===== src/rtl/seven_seg_scan.sv =====
// Four-digit common-anode seven-segment scanner for the MM:SS timer digits.
// Optional flashing is compiled in when SEG_BLINK_EN is defined.
module seven_seg_scan #(
    parameter int REFRESH_DIV  = 100000,
    parameter int BLANK_CYCLES = 1000,
    parameter int BLINK_DIV    = 25000000
) (
    input  logic       clk100MHz,
    input  logic       reset,
    input  logic [3:0] tenmin,
    input  logic [3:0] onemin,
    input  logic [3:0] tensec,
    input  logic [3:0] onesec,
    input  logic       lz_blank,
    input  logic       colon_en,
    input  logic       blink,
    output logic [3:0] an,
    output logic [6:0] seg,
    output logic       dp
);

    localparam int CW = (REFRESH_DIV > 1) ? $clog2(REFRESH_DIV) : 1;
    localparam logic [CW-1:0] LP_LAST  = CW'(REFRESH_DIV - 1);
    localparam logic [CW-1:0] LP_BLANK = CW'(BLANK_CYCLES);

    logic [CW-1:0]   r_cnt;
    logic [1:0]      r_idx;
    logic [3:0][3:0] r_snap;
    logic            r_first;

    logic [3:0][3:0] w_live;
    logic [3:0][3:0] w_snap_cur;
    logic [3:0]      w_digit;
    logic            w_wrap;
    logic            w_frame_end;
    logic            w_blank_win;
    logic [6:0]      w_seg_dec;
    logic [3:0]      w_an_nxt;
    logic [6:0]      w_seg_nxt;
    logic            w_dp_nxt;

    assign w_live      = {tenmin, onemin, tensec, onesec};
    // On the first clock after reset the fresh capture is shown immediately.
    assign w_snap_cur  = r_first ? w_live : r_snap;
    assign w_digit     = w_snap_cur[r_idx];
    assign w_wrap      = (r_cnt == LP_LAST);
    assign w_frame_end = w_wrap && (r_idx == 2'd3);
    assign w_blank_win = (r_cnt < LP_BLANK);

    always_ff @(posedge clk100MHz or posedge reset) begin
        if (reset) begin
            r_cnt   <= '0;
            r_idx   <= 2'd0;
            r_snap  <= '0;
            r_first <= 1'b1;
        end else begin
            r_first <= 1'b0;
            r_cnt   <= w_wrap ? '0 : r_cnt + CW'(1);
            if (w_wrap)
                r_idx <= r_idx + 2'd1;
            if (r_first || w_frame_end)
                r_snap <= w_live;
        end
    end

    always_comb begin
        w_seg_dec = 7'b0111111;
        case (w_digit)
            4'd0: w_seg_dec = 7'b1000000;
            4'd1: w_seg_dec = 7'b1111001;
            4'd2: w_seg_dec = 7'b0100100;
            4'd3: w_seg_dec = 7'b0110000;
            4'd4: w_seg_dec = 7'b0011001;
            4'd5: w_seg_dec = 7'b0010010;
            4'd6: w_seg_dec = 7'b0000010;
            4'd7: w_seg_dec = 7'b1111000;
            4'd8: w_seg_dec = 7'b0000000;
            4'd9: w_seg_dec = 7'b0010000;
            default: w_seg_dec = 7'b0111111;
        endcase
    end

`ifdef SEG_BLINK_EN
    localparam int BW = (BLINK_DIV > 1) ? $clog2(BLINK_DIV) : 1;
    localparam logic [BW-1:0] LP_BLINK_LAST = BW'(BLINK_DIV - 1);

    logic [BW-1:0] r_bcnt;
    logic          r_phase;

    always_ff @(posedge clk100MHz or posedge reset) begin
        if (reset) begin
            r_bcnt  <= '0;
            r_phase <= 1'b0;
        end else if (r_bcnt == LP_BLINK_LAST) begin
            r_bcnt  <= '0;
            r_phase <= ~r_phase;
        end else begin
            r_bcnt <= r_bcnt + BW'(1);
        end
    end
`else
    logic w_blink_unused;
    assign w_blink_unused = blink;
`endif

    always_comb begin
        w_an_nxt  = 4'b1111;
        w_seg_nxt = 7'b1111111;
        w_dp_nxt  = 1'b1;
        if (!w_blank_win) begin
            w_seg_nxt = w_seg_dec;
            if (!(lz_blank && (r_idx == 2'd3) && (w_digit == 4'd0)))
                w_an_nxt = ~(4'b0001 << r_idx);
            w_dp_nxt = !(colon_en && (r_idx == 2'd2));
        end
`ifdef SEG_BLINK_EN
        if (blink && r_phase) begin
            w_an_nxt = 4'b1111;
            w_dp_nxt = 1'b1;
        end
`endif
    end

    always_ff @(posedge clk100MHz or posedge reset) begin
        if (reset) begin
            an  <= 4'b1111;
            seg <= 7'b1111111;
            dp  <= 1'b1;
        end else begin
            an  <= w_an_nxt;
            seg <= w_seg_nxt;
            dp  <= w_dp_nxt;
        end
    end

endmodule


===== config.mk =====
export PLATFORM = sky130hd
export DESIGN_NAME = seven_seg_scan
export DESIGN_NICKNAME = d
export VERILOG_FILES = /design/src/rtl/seven_seg_scan.sv
export SDC_FILE = /design/constraint.sdc
export NUM_CORES = 1
export LEC_CHECK = 0
export ABC_AREA = 1
export CORE_AREA = 2 2 100 102
export CTS_CLUSTER_SIZE = 30
export DETAILED_ROUTE_END_ITERATION = 7
export DIE_AREA = 0 0 102 104
export PLACE_DENSITY = 0.52
export SLEW_MARGIN = 25
export SYNTH_ARGS = -nofsm -noshare
export SYNTH_HDL_FRONTEND = slang
export SYNTH_SLANG_ARGS = --single-unit
export TNS_END_PERCENT = 10

===== constraint.sdc =====
create_clock -name clk100MHz -period 5.9 [get_ports clk100MHz]
set_clock_uncertainty 0.15 [all_clocks]
set_input_delay 0.59 -clock clk100MHz [delete_from_list [all_inputs] [get_ports clk100MHz]]
set_output_delay 0.59 -clock clk100MHz [all_outputs]
set_load 0.02 [all_outputs]

==> results of run 1 <==
[cell usage after synthesis, drive strengths merged]
cell      n  area share, %
nand2   117             18
inv      56            7.5
nand3    54            9.8
dfrtp    35             31
nor2     23            3.7
dfstp    13             12
ha       11            4.9
buf       9            2.6
nand4     9            2.0
o21ai     8            1.6
xor2      8            2.5
nor3      7            1.4
a21oi     4           0.71
clkbuf    1           0.18
clkinv    1           0.31
conb      1           0.13
nand3b    1           0.27
nor3b     1           0.27
nor4      1           0.22
o211ai    1           0.27
[metrics by stage]
step,setup WS (ns),util (%)
global route,3.17,34.6
floorplan,3.86,-
global placement,3.38,33.6
CTS,3.43,34.6
finish,3.43,34.6
detailed placement,3.36,33.6
[cell type report]
class / count / area share, %
Inverter: 57 / 6.67
Clock buffer: 6 / 2.50
Sequential cell: 48 / 36.9
Timing Repair Buffer: 31 / 9.39
Multi-Input combinational cell: 246 / 39.1
Clock inverter: 2 / 0.455
Tap cell: 133 / 5.04
[layer usage]
metal / GRT usage (%) / part of all wire (%) / vias to the layer above
met3: 2.28 / 3.8 / 9
met4: 4.00 / 2.1 / 0
met5: 0 / 0 / -
li1: - / - / 1176
met2: 18.3 / 43 / 47
met1: 17.6 / 51 / 1028
[state kept, by name, summed over array words and instances, names as in the netlist]
register / count
seg: 7
an: 4
dp: 1
r_idx: 2
r_snap: 16
r_cnt: 17
r_first: 1
[cell families (layout without fill, tap and decap cells)]
kind of cell | Yosys count | in the layout | synth area share, %
other | 1 | 1 | 0.134
and+or+nand+nor | 213 | 213 | 36.0
adders and majority gates | 11 | 11 | 4.91
buffers and inverters | 67 | 96 | 10.6
DFF | 48 | 48 | 43.4
AOI/OAI and AO/OA | 13 | 13 | 2.54
xor gates and xnor gates | 8 | 8 | 2.50
[final timing paths]
kind                       cells past startpoint          to  startpoint
max reg2reg                                   12      seg[5]     r_first
max in group asynchronous                      2  r_snap[15]       reset
min                                            1    r_cnt[0]    r_cnt[0]
min reg2reg                                    1    r_cnt[0]    r_cnt[0]
max                                           12      seg[5]     r_first
min in group asynchronous                      2   r_snap[4]       reset
[power groups by stage]
stage / Sequential (mW) / Combinational, mW / Clock, mW
after CTS: 0.346 / 0.0760 / 0.221
after detailed placement: 0.352 / 0.0757 / 0
final: 0.346 / 0.0748 / 0.214
after global routing: 0.348 / 0.0876 / 0.234
after global placement: 0.352 / 0.0749 / 0
after floorplan: 0.350 / 0.0542 / 0
[worst max-delay path, stage by stage, from the launching register on]
cell and delay, ns:
sky130_fd_sc_hd__dfstp_2 0.74, sky130_fd_sc_hd__inv_2 0.32, sky130_fd_sc_hd__nand2_1 0.14, sky130_fd_sc_hd__nand2_1 0.06
sky130_fd_sc_hd__nand2_1 0.07, sky130_fd_sc_hd__nand3_1 0.08, sky130_fd_sc_hd__nand2_1 0.17, sky130_fd_sc_hd__inv_1 0.13
sky130_fd_sc_hd__ha_1 0.21, sky130_fd_sc_hd__inv_1 0.05, sky130_fd_sc_hd__nand3_1 0.09, sky130_fd_sc_hd__nand3_1 0.11
sky130_fd_sc_hd__nand3_1 0.07
==> results.yml, run 1 <==
outcome:
  outcome: "complete, no violations"
finish:
  layout_commonest_cell: "sky130_fd_sc_hd__nand2_1"
  drive_above_1_share_pct: 13.3
  mostFrequentLayoutCells: "sky130_fd_sc_hd__nand2_1 (101), sky130_fd_sc_hd__nand3_1 (53), sky130_fd_sc_hd__inv_1 (48)"
  layout.filler_cells: 1035
  multi_input_area_um2: 1290
  seqCellArea_um2: 1220
  final_net_count: 421
  area_growth_syn_to_layout_pct: 17.8
  final-instance-count-excl-fill: 523
  num_antenna_cells: 0
  fin_area_um2: 3300
drt:
  initialDrtViolationCount: 107
  ant_nets: 0
  final_wirelength_mm: 5.94
  wire_per_inst_um: 11.4
  vias_per_cell: 4.32
  vias: 2260
  drcViolationCount: 0
  tritonroute_pass_1_iters: 4
clock_network:
  worst_skew_pair.late_latency_ns: 0.31
  cts-htree-levels: 2
  numCtsBuffers: 5
  clock_tree.buffer_depth: 2
  cts.hold.buffers_added: 0
  clkSlewWorstSetupHoldPaths_ns: 0.10
  cts.root.buffer_cell: "sky130_fd_sc_hd__clkbuf_8"
  tritoncts_clock_tree: "yes"
  postCtsResizedCells: 0
  post-cts-setup-buffers: 0
  clock_sinks: 48
timing:
  setup-tns-final_ns: 0
  slew_headroom_pct: 43.7
  final-setup-viol-count: 0
  grt_setup_unrepaired: "no"
  min_period_ns: 2.47
  worstMarginPinSlew_ns: 0.844
  report.final.slew_viol_count: 0
  period_share_pct: 41.8
  final_hold_violating_endpoints: 0
  fin_hold_ws_ns: 0.328
  timing.fmax_mhz: 405
die:
  die-height_um: 104
  floorplan.io_pins: 33
  core_area_um2: 9550
  placementRows: 36
  initial_utilization_pct: 29.4
  design.die.area_um2: 10600
  die_x_um: 102
setup_path:
  critPathMaxFanout: 33
  critical_path.endpoint_type: "flop"
  crit_required_ns: 5.97
  criticalPathCategory: "flop to flop"
  worst_ep_arrival_time_ns: 2.54
  crit_path_start_kind: "flop"
  reg2reg_setup_slack_ns: 3.43
placed_design:
  globalplace.congestion: 0.846
  placement.cell_area_um2: 3200
  place_hpwl_mm: 4.17
  numPlacedInstances: 515
  io_buffer_count: 31
global_route:
  grt_pass1_wl_mm: 10.4
  grt_pass1_vias: 2195
  total_global_routing_track_utilization_pct: 12.2
  grt_start_max_net_pins: 49
  grt_remaining_overflow: 0
  number_of_antenna_violations_at_the_first_check_in_global_routing: 0
pwr:
  internal_dissipation_mw: 0.466
  peak_supply_drop_mv: 0.104
  power.share.combinational_pct: 11.8
  seq_power_share_pct: 54.5
  power.density_nw_per_um2: 192
  p_switching_mw: 0.170
  power.static_leakage_nw: 1.57
  power.share.switching_pct: 26.7
  power.clock.fraction_pct: 33.7
  post_route_total_power_mw: 0.636
synth:
  postSynthRegisterBits: 48
  synth_cells: 361
  avgSynthCellArea_um2: 7.77
  synth_seq_area_share_pct: 43.4
  synth_fp_nets: 393
  synthesis.yosys.warnings: 0
  synth.distinct_cells: 34
  syn_area_um2: 2810
flow_run:
  max_cap_viol_count: 0
worst_hold_path:
  hold_path_class: "flop to flop"
Power figures use the tool's default switching activity.
==> run 2, diff against run 1 <==
- clock period: 5.9 -> 2.3 ns (I/O delays scaled with it)
==> results.yml, run 2 (synthesis results as in run 1) <==
outcome:
  outcome: "complete, no violations"
setup_path:
  reg2reg_setup_slack_ns: 0.25
  r2r-start: "r_first"
  crit_path_start_kind: "flop"
  criticalPathCategory: "flop to flop"
  cells_traversed_along_the_worst_timing_path: "inv_2, nand2_1, nand2_1, nand2_1, nand3_1, nand2_1, inv_1, ha_1, inv_1, nand3_1, nand3_1, nand3_1"
  worst_ep_arrival_time_ns: 2.12
  crit_required_ns: 2.37
  cpPeakStageDelay_ns: 0.58
  critical_path.endpoint_type: "flop"
  r2r_cells: 12
  cpMaxStageDelayCell: "sky130_fd_sc_hd__dfstp_2"
  critPathMaxFanout: 21
  r2r_end: "seg[5]"
clock_network:
  worst_skew_pair.late_latency_ns: 0.30
  postCtsResizedCells: 0
  clkSlewWorstSetupHoldPaths_ns: 0.09
  cts.root.buffer_cell: "sky130_fd_sc_hd__clkbuf_8"
  post-cts-setup-buffers: 0
  cts-htree-levels: 2
  numCtsBuffers: 5
  cts.hold.buffers_added: 0
  clock_sinks: 48
  clock_tree.buffer_depth: 2
  tritoncts_clock_tree: "yes"
drt:
  vias_per_cell: 4.38
  vias: 2311
  ant_nets: 0
  drcViolationCount: 0
  wire_per_inst_um: 11.3
  final_wirelength_mm: 5.96
  initialDrtViolationCount: 100
  tritonroute_pass_1_iters: 4
placed_design:
  io_buffer_count: 31
  globalplace.congestion: 0.853
  pre_cts_ws_ns: 0.137
  place_hpwl_mm: 4.21
  numPlacedInstances: 520
timing:
  timing.fmax_mhz: 488
  grt_setup_unrepaired: "no"
  setup-tns-final_ns: 0
  final-setup-viol-count: 0
  final.setup.worst_slack_ns: 0.250
  period_share_pct: 89.1
  fin_hold_ws_ns: 0.120
  report.final.slew_viol_count: 0
  final_hold_violating_endpoints: 0
  min_period_ns: 2.05
pwr:
  peak_supply_drop_mv: 0.196
  power.static_leakage_nw: 1.62
  power.density_nw_per_um2: 520
  post_route_total_power_mw: 1.76
finish:
  final_net_count: 426
  layout_commonest_cell: "sky130_fd_sc_hd__nand2_1"
  largest_reg_flops: 17
  area_growth_syn_to_layout_pct: 20.7
  regMostFlops: "r_cnt"
  layout.filler_cells: 1040
  drive_above_1_share_pct: 14.7
  mostFrequentLayoutCells: "sky130_fd_sc_hd__nand2_1 (101), sky130_fd_sc_hd__nand3_1 (53), sky130_fd_sc_hd__inv_1 (48)"
  final-instance-count-excl-fill: 528
  largestRegisters: "r_cnt (17), r_snap (16), seg (7)"
  num_antenna_cells: 0
global_route:
  number_of_antenna_violations_at_the_first_check_in_global_routing: 0
  grt_remaining_overflow: 0
  grt_start_max_net_pins: 49
  grt_pass1_wl_mm: 10.4
  grt_pass1_vias: 2173
  total_global_routing_track_utilization_pct: 12.1
flow_run:
  max_cap_viol_count: 0
die:
  placementRows: 36
  core_area_um2: 9550
  floorplan.io_pins: 33
  die_x_um: 102
  initial_utilization_pct: 29.4
  design.die.area_um2: 10600
  die-height_um: 104
worst_hold_path:
  hold_path_class: "input pin to asynchronous set/reset pin"
[run 2: cell types whose count changed in the layout (fill, tap and decap cells not counted), sizes merged]
cell	before	now
inv	55	56
bufinv	0	1
clkinv	2	1
clkinvlp	2	0
clkbuf	6	7
buf	0	5
[run 2: how the worst max path moves through the flow]
stage                         start  depth (start not counted)  endpoint
final                       r_first                         12    seg[5]
after global routing        r_first                         12    seg[5]
after floorplan             r_first                         11    seg[6]
after detailed placement  tensec[0]                         12    seg[5]
after global placement    tensec[0]                         12    seg[5]
after CTS                   r_first                         11    seg[0]
[run 2: critical path, delay by kind of cell, from the launching register on]
family	cells	cell delay [ns]
buffers and inverters	3	0.33
adder cells (fa/ha/maj)	1	0.21
AND/OR/NAND/NOR	8	0.70
flip-flops	1	0.58
[run 2: report_power, final]
part / switching [mW] / total, mW / leakage [nW] / internal, mW
logic: 0.118 / 0.204 / 0.976 / 0.0865
registers: 0.0146 / 0.886 / 0.582 / 0.871
clock network: 0.287 / 0.671 / 0.0645 / 0.384
[run 2: through the flow]
| stage | instance area (um2) | util [%] |
|---|---|---|
| 2_1_floorplan | 2810 | - |
| 3_3_place_gp | 3250 | 34.1 |
| 3_5_place_dp | 3250 | 34.1 |
| 4_1_cts | 3380 | 35.4 |
| 5_1_grt | 3380 | 35.4 |
| 6_report | 3380 | 35.4 |
[run 2: metal layers]
layer	part of all wire, %	wire length, um	vias up	track usage, %
met4	1.5	87	0	3.71
met2	42	2520	45	18.0
li1	-	-	1194	-
met5	0	0	-	0
met1	52	3090	1066	17.8
met3	4.3	254	6	2.22
[run 2: layout make-up]
type                            instances  area, um2  share of cell area [%]
Timing Repair Buffer                   36        360                    10.6
Tap cell                              133        166                    4.92
Sequential cell                        48       1220                    36.0
Multi-Input combinational cell        246       1290                    38.3
Clock inverter                          1       30.0                   0.887
Inverter                               57        219                    6.47
Clock buffer                            7       96.3                    2.85
==> run 3, diff against run 2 <==
- CTS_BUF_LIST: default -> sky130_fd_sc_hd__clkbuf_4 sky130_fd_sc_hd__clkbuf_8
==> results of run 3 <==
Same layout as run 2: the final DEF is identical, and so are final timing and power.
